## config.mk

```make
export PLATFORM = sky130hd
export DESIGN_NAME = dm_bus_arbiter_flat
export DESIGN_NICKNAME = d
export VERILOG_FILES = /design/src/rtl/dm_bus_arbiter_pkg.sv /design/src/rtl/dm_bus_arbiter_if.sv /design/src/rtl/arb_rd_tag_pipe.sv /design/src/rtl/dm_bus_arbiter.sv /design/src/flat_wrapper.sv
export SDC_FILE = /design/constraint.sdc
export NUM_CORES = 1
export LEC_CHECK = 0
export CORE_AREA = 2 2 119 121
export CTS_CLUSTER_DIAMETER = 80
export CTS_CLUSTER_SIZE = 28
export DETAILED_ROUTE_END_ITERATION = 7
export DIE_AREA = 0 0 121 123
export PLACE_DENSITY = 0.58
export SLEW_MARGIN = 15
export SYNTH_ARGS = -nofsm -noshare
export SYNTH_HDL_FRONTEND = slang
export SYNTH_SLANG_ARGS = --single-unit
```

## constraint.sdc

```tcl
create_clock -name clk -period 1.7 [get_ports clk]
set_input_delay 0.34 -clock clk [delete_from_list [all_inputs] [get_ports clk]]
set_output_delay 0.34 -clock clk [all_outputs]
set_load 0.05 [all_outputs]
```

## src/rtl/dm_bus_arbiter_pkg.sv

```systemverilog
// Shared types for the data-memory bus arbiter.
// Master ids and the read-tag bundle carried down the tag pipe.
package dm_arb_pkg;

  typedef logic mst_id_t;

  typedef struct packed {
    logic    valid;
    mst_id_t id;
  } arb_tag_t;

  localparam mst_id_t MST_CPU = 1'b0;
  localparam mst_id_t MST_DMA = 1'b1;
  localparam int RD_LAT_MAX = 4;

endpackage

```

## src/rtl/dm_bus_arbiter_if.sv

```systemverilog
// Per-master request/response bundle of the data-memory bus.
// The arbiter takes the slave view, each requester the master view.
interface dm_bus_arbiter_if;
  import dm_arb_pkg::*;

  logic        req;
  logic [31:0] addr;
  logic [31:0] wdata;
  logic [3:0]  byteen;
  logic        gnt;
  logic        rvalid;
  logic [31:0] rdata;

  modport master (
    output req, addr, wdata, byteen,
    input  gnt, rvalid, rdata
  );

  modport slave (
    input  req, addr, wdata, byteen,
    output gnt, rvalid, rdata
  );

endinterface

```

## src/rtl/arb_rd_tag_pipe.sv

```systemverilog
// Delay line of read tags matching the slave read latency.
// Depth 0 degenerates to a combinational pass-through.
module arb_rd_tag_pipe
  import dm_arb_pkg::*;
#(
  parameter int DEPTH = 1
) (
  input  logic     clk,
  input  logic     reset,
  input  arb_tag_t d,
  output arb_tag_t q
);

  if (DEPTH == 0) begin : g_pass
    logic unused_clk;
    assign unused_clk = clk ^ reset;
    assign q = d;
  end else begin : g_pipe
    arb_tag_t sr [DEPTH];

    always_ff @(posedge clk) begin
      if (reset) begin
        for (int i = 0; i < DEPTH; i++)
          sr[i] <= '0;
      end else begin
        sr[0] <= d;
        for (int i = 1; i < DEPTH; i++)
          sr[i] <= sr[i-1];
      end
    end

    assign q = sr[DEPTH-1];
  end

endmodule

```

## src/rtl/dm_bus_arbiter.sv

```systemverilog
// Two-master arbiter in front of the data-memory/Bridge port.
// Zero-latency grant, fixed-latency in-order read return.
module dm_bus_arbiter
  import dm_arb_pkg::*;
#(
  parameter int RD_LAT     = 1,
  parameter int CPU_PRIO   = 1,
  parameter int STARVE_MAX = 4
) (
  input  logic              clk,
  input  logic              reset,
  dm_bus_arbiter_if.slave   m0,
  dm_bus_arbiter_if.slave   m1,
  output logic [31:0]       s_addr,
  output logic [31:0]       s_wdata,
  output logic [3:0]        s_byteen,
  output logic              s_rd,
  input  logic [31:0]       s_rdata
);

  localparam logic [3:0] SMAX = 4'(STARVE_MAX);

  mst_id_t    last_q;
  mst_id_t    win;
  logic [3:0] starve_q;
  logic [3:0] starve_d;
  logic       any_gnt;
  logic       gnt0;
  logic       gnt1;
  logic       rv0;
  logic       rv1;
  arb_tag_t   tag_in;
  arb_tag_t   tag_out;

  always_comb begin
    win = MST_CPU;
    if (m0.req && m1.req) begin
      if (CPU_PRIO != 0)
        win = (starve_q == SMAX) ? MST_DMA : MST_CPU;
      else
        win = ~last_q;
    end else if (m1.req) begin
      win = MST_DMA;
    end
  end

  assign any_gnt = !reset && (m0.req || m1.req);
  assign gnt0    = any_gnt && (win == MST_CPU);
  assign gnt1    = any_gnt && (win == MST_DMA);
  assign m0.gnt  = gnt0;
  assign m1.gnt  = gnt1;

  always_comb begin
    s_addr   = '0;
    s_wdata  = '0;
    s_byteen = '0;
    unique case (1'b1)
      gnt0: begin
        s_addr   = m0.addr;
        s_wdata  = m0.wdata;
        s_byteen = m0.byteen;
      end
      gnt1: begin
        s_addr   = m1.addr;
        s_wdata  = m1.wdata;
        s_byteen = m1.byteen;
      end
      default: ;
    endcase
    s_rd = any_gnt && (s_byteen == 4'd0);
  end

  // Guard counts only while master 1 keeps waiting.
  always_comb begin
    starve_d = starve_q;
    if (gnt1 || !m1.req)
      starve_d = '0;
    else if (gnt0 && starve_q != SMAX)
      starve_d = starve_q + 4'd1;
  end

  always_ff @(posedge clk) begin
    if (reset) begin
      last_q   <= MST_DMA;
      starve_q <= '0;
    end else begin
      starve_q <= starve_d;
      if (any_gnt)
        last_q <= win;
    end
  end

  assign tag_in.valid = s_rd;
  assign tag_in.id    = win;

  arb_rd_tag_pipe #(
    .DEPTH (RD_LAT)
  ) u_tag_pipe (
    .clk   (clk),
    .reset (reset),
    .d     (tag_in),
    .q     (tag_out)
  );

  assign rv0 = !reset && tag_out.valid
             && (tag_out.id == MST_CPU);
  assign rv1 = !reset && tag_out.valid
             && (tag_out.id == MST_DMA);

  assign m0.rvalid = rv0;
  assign m1.rvalid = rv1;
  assign m0.rdata  = rv0 ? s_rdata : '0;
  assign m1.rdata  = rv1 ? s_rdata : '0;

endmodule

```

## src/flat_wrapper.sv

```systemverilog
// flat-port wrapper written by rule: the top's interface ports become plain ports
module dm_bus_arbiter_flat import dm_arb_pkg::*;
#(
  parameter int RD_LAT     = 1,
  parameter int CPU_PRIO   = 1,
  parameter int STARVE_MAX = 4
)
  (clk, reset, s_addr, s_wdata, s_byteen, s_rd, s_rdata, m0_req, m0_addr, m0_wdata, m0_byteen, m0_gnt, m0_rvalid, m0_rdata, m1_req, m1_addr, m1_wdata, m1_byteen, m1_gnt, m1_rvalid, m1_rdata);
  dm_bus_arbiter_if m0_i ();
  dm_bus_arbiter_if m1_i ();
  input  logic clk;
  input  logic reset;
  output logic [31:0] s_addr;
  output logic [31:0] s_wdata;
  output logic [3:0] s_byteen;
  output logic s_rd;
  input  logic [31:0] s_rdata;
  input wire logic [$bits(m0_i.req)-1:0] m0_req;
  input wire logic [$bits(m0_i.addr)-1:0] m0_addr;
  input wire logic [$bits(m0_i.wdata)-1:0] m0_wdata;
  input wire logic [$bits(m0_i.byteen)-1:0] m0_byteen;
  output wire logic [$bits(m0_i.gnt)-1:0] m0_gnt;
  output wire logic [$bits(m0_i.rvalid)-1:0] m0_rvalid;
  output wire logic [$bits(m0_i.rdata)-1:0] m0_rdata;
  input wire logic [$bits(m1_i.req)-1:0] m1_req;
  input wire logic [$bits(m1_i.addr)-1:0] m1_addr;
  input wire logic [$bits(m1_i.wdata)-1:0] m1_wdata;
  input wire logic [$bits(m1_i.byteen)-1:0] m1_byteen;
  output wire logic [$bits(m1_i.gnt)-1:0] m1_gnt;
  output wire logic [$bits(m1_i.rvalid)-1:0] m1_rvalid;
  output wire logic [$bits(m1_i.rdata)-1:0] m1_rdata;
  assign m0_i.req = m0_req;
  assign m0_i.addr = m0_addr;
  assign m0_i.wdata = m0_wdata;
  assign m0_i.byteen = m0_byteen;
  assign m0_gnt = m0_i.gnt;
  assign m0_rvalid = m0_i.rvalid;
  assign m0_rdata = m0_i.rdata;
  assign m1_i.req = m1_req;
  assign m1_i.addr = m1_addr;
  assign m1_i.wdata = m1_wdata;
  assign m1_i.byteen = m1_byteen;
  assign m1_gnt = m1_i.gnt;
  assign m1_rvalid = m1_i.rvalid;
  assign m1_rdata = m1_i.rdata;
  dm_bus_arbiter #(.RD_LAT(RD_LAT), .CPU_PRIO(CPU_PRIO), .STARVE_MAX(STARVE_MAX)) u_core (.clk(clk), .reset(reset), .m0(m0_i), .m1(m1_i), .s_addr(s_addr), .s_wdata(s_wdata), .s_byteen(s_byteen), .s_rd(s_rd), .s_rdata(s_rdata));
endmodule
```

==> run metrics <==
Endpoint, Worst Hold=u_core.u_tag_pipe.g_pipe.sr[0][0]; TritonCTS buffer count=3; Critical Path RT=roughly 1.4 ns; worst flop-to-flop path endpoint=u_core.u_tag_pipe.g_pipe.sr[0][1]; Top Ports=slightly above 300; drt total wl=around 13000 microns; power share of the sequential group=0.062; fin crit period=roughly 2.2 ns; total global routing track utilization=0.160; Antenna Cells=0; max-slew violation count=0; Synth area leader=a22o_1; switching power as a share of total power=0.365; Max Root-Sink Buffers=2; share of layout cells above drive strength 1=0.646; post-route cell area=around 7500 sq um; drt initial violations=48; Final WS setup=-0.538 ns; FP Rows=43; max_slew headroom=0.807; Filler Cell Count=about 1100; area of the multi-input gates=around 2000 sq um; Via-to-Cell Ratio=4.19; Worst Path Max Fanout=14; final critical-path share of the clock period=1.32; status=complete, but fails checks; Nets=704; Hold Fails Final Rpt=0; worst hold path type=primary input to register; latest clock arrival within the worst-skew pair=0.23 ns; syn_nets=360; wire length per cell=around 18 microns; worst clock skew=between 0.0015 and 0.002 ns; clock network power share=0.162; Final Power=~2400 uW; Yosys cell types=27; Final Setup Violations=120; antenna violations before repair=0; Root Driver=clkbuf_16; 1st-pass router iterations=3; ranking of synthesized cells by area=a22o_1 (42%), and2_1 (28%), dfxtp_1 (8.5%); list of most frequent post-synthesis cells=a22o_1 (68), and2_1 (64), clkbuf_1 (9), buf_2 (8), dfxtp_1 (6); CTS Sinks=6; first-pass GRT wire length=between 15000 and 20000 microns; CTS tree=done; r2r worst-path depth=7; power share of the combinational group=0.775; Die Ht=123 microns; peak supply drop=0.000209 V; initial core utilization=0.104; Worst Tran Pin Value=slightly below 0.3 ns; Area after DPL=~7000 sq um; Post-DRT Antenna Nets=0; r2r setup slk=around 0.11 ns; Power Dens Cells=315 nW/um^2; max_cap viols=0; Die Span X=between 100 and 150 microns; Leakage=approximately 0.0032 uW; sequential cell area=approximately 120 sq um; Remaining DRCs=0; Syn. warnings=0; die area=roughly 15000 sq um; RSZ-0062 raised after global routing=yes; synthesized area=1420 sq um; Reg clk slew, reported paths=0.03 ns; CP Launch Type=register; vias in the first global route=between 3000 and 4000; P&R area growth vs syn=428%; Vias=2964; Post-DP HPWL=about 11000 microns; asr flop ratio synth=0; Yosys top cell area share=0.419; largest net degree at the start of global routing=34; Hold Slack=~0.5 ns; Post-synth EDFFs=0; register bit total from synthesis=6; reg-to-reg startpoint=u_core.starve_q[1]; Placeable Area=about 14000 sq um; violated checks=negative setup slack; net switching power figure=approximately 860 uW; GRT Residual Overflow=0; gpl congestion=between 0.8 and 0.9; H-tree Lvls=1; Syn Area/Cell=between 7 and 8 sq um; Int Power=about 1500 uW; Primary FF master, synth=dfxtp_1; Crit Path Category=register to primary output; fmax=approximately 0.45 GHz; Layout Utilization=0.552; sequential area share after synthesis=0.0845; PortBufs=approximately 310; Synth Instances=186; worst hold path depth=4; min-delay src=reset; most common cell in the netlist=a22o_1; CP endpoint kind=primary output; WP data arrival=~1.9 ns
area by class of cell:
cell class / count / share of cell area
Timing Repair Buffer: 359 / 0.682
Multi-Input combinational cell: 157 / 0.260
Tap cell: 180 / 0.0300
Sequential cell: 6 / 0.0165
Clock buffer: 3 / 0.0100
Inverter: 3 / 0.00150
kinds of logic (layout without fill, tap and decap cells):
family	Yosys count	after routing	share of synthesized area
compound gates	72	72	0.438
xor+xnor	2	2	0.0123
fa+ha+maj	2	2	0.0176
buf+inv	23	365	0.0783
flops	6	6	0.0845
simple gates	81	81	0.369
power by group through the flow:
stage	logic, uW	registers (uW)	clock network (uW)
floorplan	709	149	0
global placement	1760	149	0
detailed placement	1770	149	0
CTS	1840	147	387
global route	1900	148	400
finish	1830	148	383
how the worst max path moves through the flow:
stage	cells after the start	endpoint	start	slack (ns)
CTS	8	s_addr[17]	u_core.starve_q[1]	-0.55
floorplan	6	s_rd	u_core.starve_q[1]	-0.45
finish	8	s_addr[10]	u_core.starve_q[1]	-0.54
global route	8	s_addr[17]	u_core.starve_q[0]	-0.62
detailed placement	7	s_wdata[17]	m1_req	-0.64
global placement	7	s_wdata[12]	m1_req	-0.64
registers in the layout (all words and copies together), names as in the netlist:
name	flops
u_core.starve_q	4
u_core.u_tag_pipe.g_pipe.sr	2
through the flow:
step / TNS [ns] / setup slack, ns / instances
floorplan: -14.44 / -0.445 / 186
global placement: -67.60 / -0.641 / 690
detailed placement: -67.75 / -0.639 / 690
CTS: -37.74 / -0.548 / 705
global route: -46.63 / -0.618 / 708
finish: -38.32 / -0.538 / 708
worst max-delay path, stage by stage, from the launching register on:
cell	delay, ns
dfxtp_2	0.32
inv_2	0.04
ha_4	0.15
and4b_2	0.24
nor3b_4	0.29
buf_6	0.18
buf_12	0.16
a22o_4	0.14
buf_12	0.13
layout by cell type (no fill, tap or decap):
| master | instances |
|---|---|
| nor3b_4 | 2 |
| nand2_1 | 1 |
| inv_2 | 2 |
| nand2b_4 | 1 |
| nor4b_2 | 1 |
| dfxtp_1 | 3 |
| buf_12 | 146 |
| clkdlybuf4s50_1 | 168 |
| a21oi_4 | 1 |
| or2_2 | 1 |
| nand3b_1 | 1 |
| dlygate4sd2_1 | 2 |
| o2bb2ai_2 | 1 |
| nor4bb_1 | 1 |
| ha_4 | 1 |
| a22o_4 | 59 |
| nor4bb_4 | 1 |
| buf_8 | 3 |
| xor2_1 | 1 |
| ha_1 | 1 |
| dfxtp_2 | 3 |
| buf_4 | 22 |
| nor2_1 | 4 |
| inv_1 | 1 |
| and3b_2 | 1 |
| buf_6 | 12 |
| and2_4 | 64 |
| xnor2_1 | 1 |
| nand2b_1 | 1 |
| o21ai_2 | 1 |
| clkbuf_16 | 6 |
| nand3_1 | 1 |
| buf_16 | 3 |
| and4b_2 | 1 |
| a21oi_1 | 1 |
| a22o_2 | 9 |
what timing repair did:
| action | in CTS | in global routing |
|---|---|---|
| hold buffers | 0 | 0 |
| endpoints found under the setup margin | 137 | 136 |
| cloned | 5 | 4 |
| pin swaps | 21 | 19 |
| resized for setup | 62 | 38 |
| buffers inserted | 7 | 1 |
routing by layer:
metal	track usage	routed length, microns	up-vias
met5	0	0	-
met1	0.163	4230	1389
li1	-	-	1393
met2	0.326	7470	175
met4	0.0233	90	0
met3	0.0452	1210	7
No activity file was read; power rests on OpenSTA's default activity.
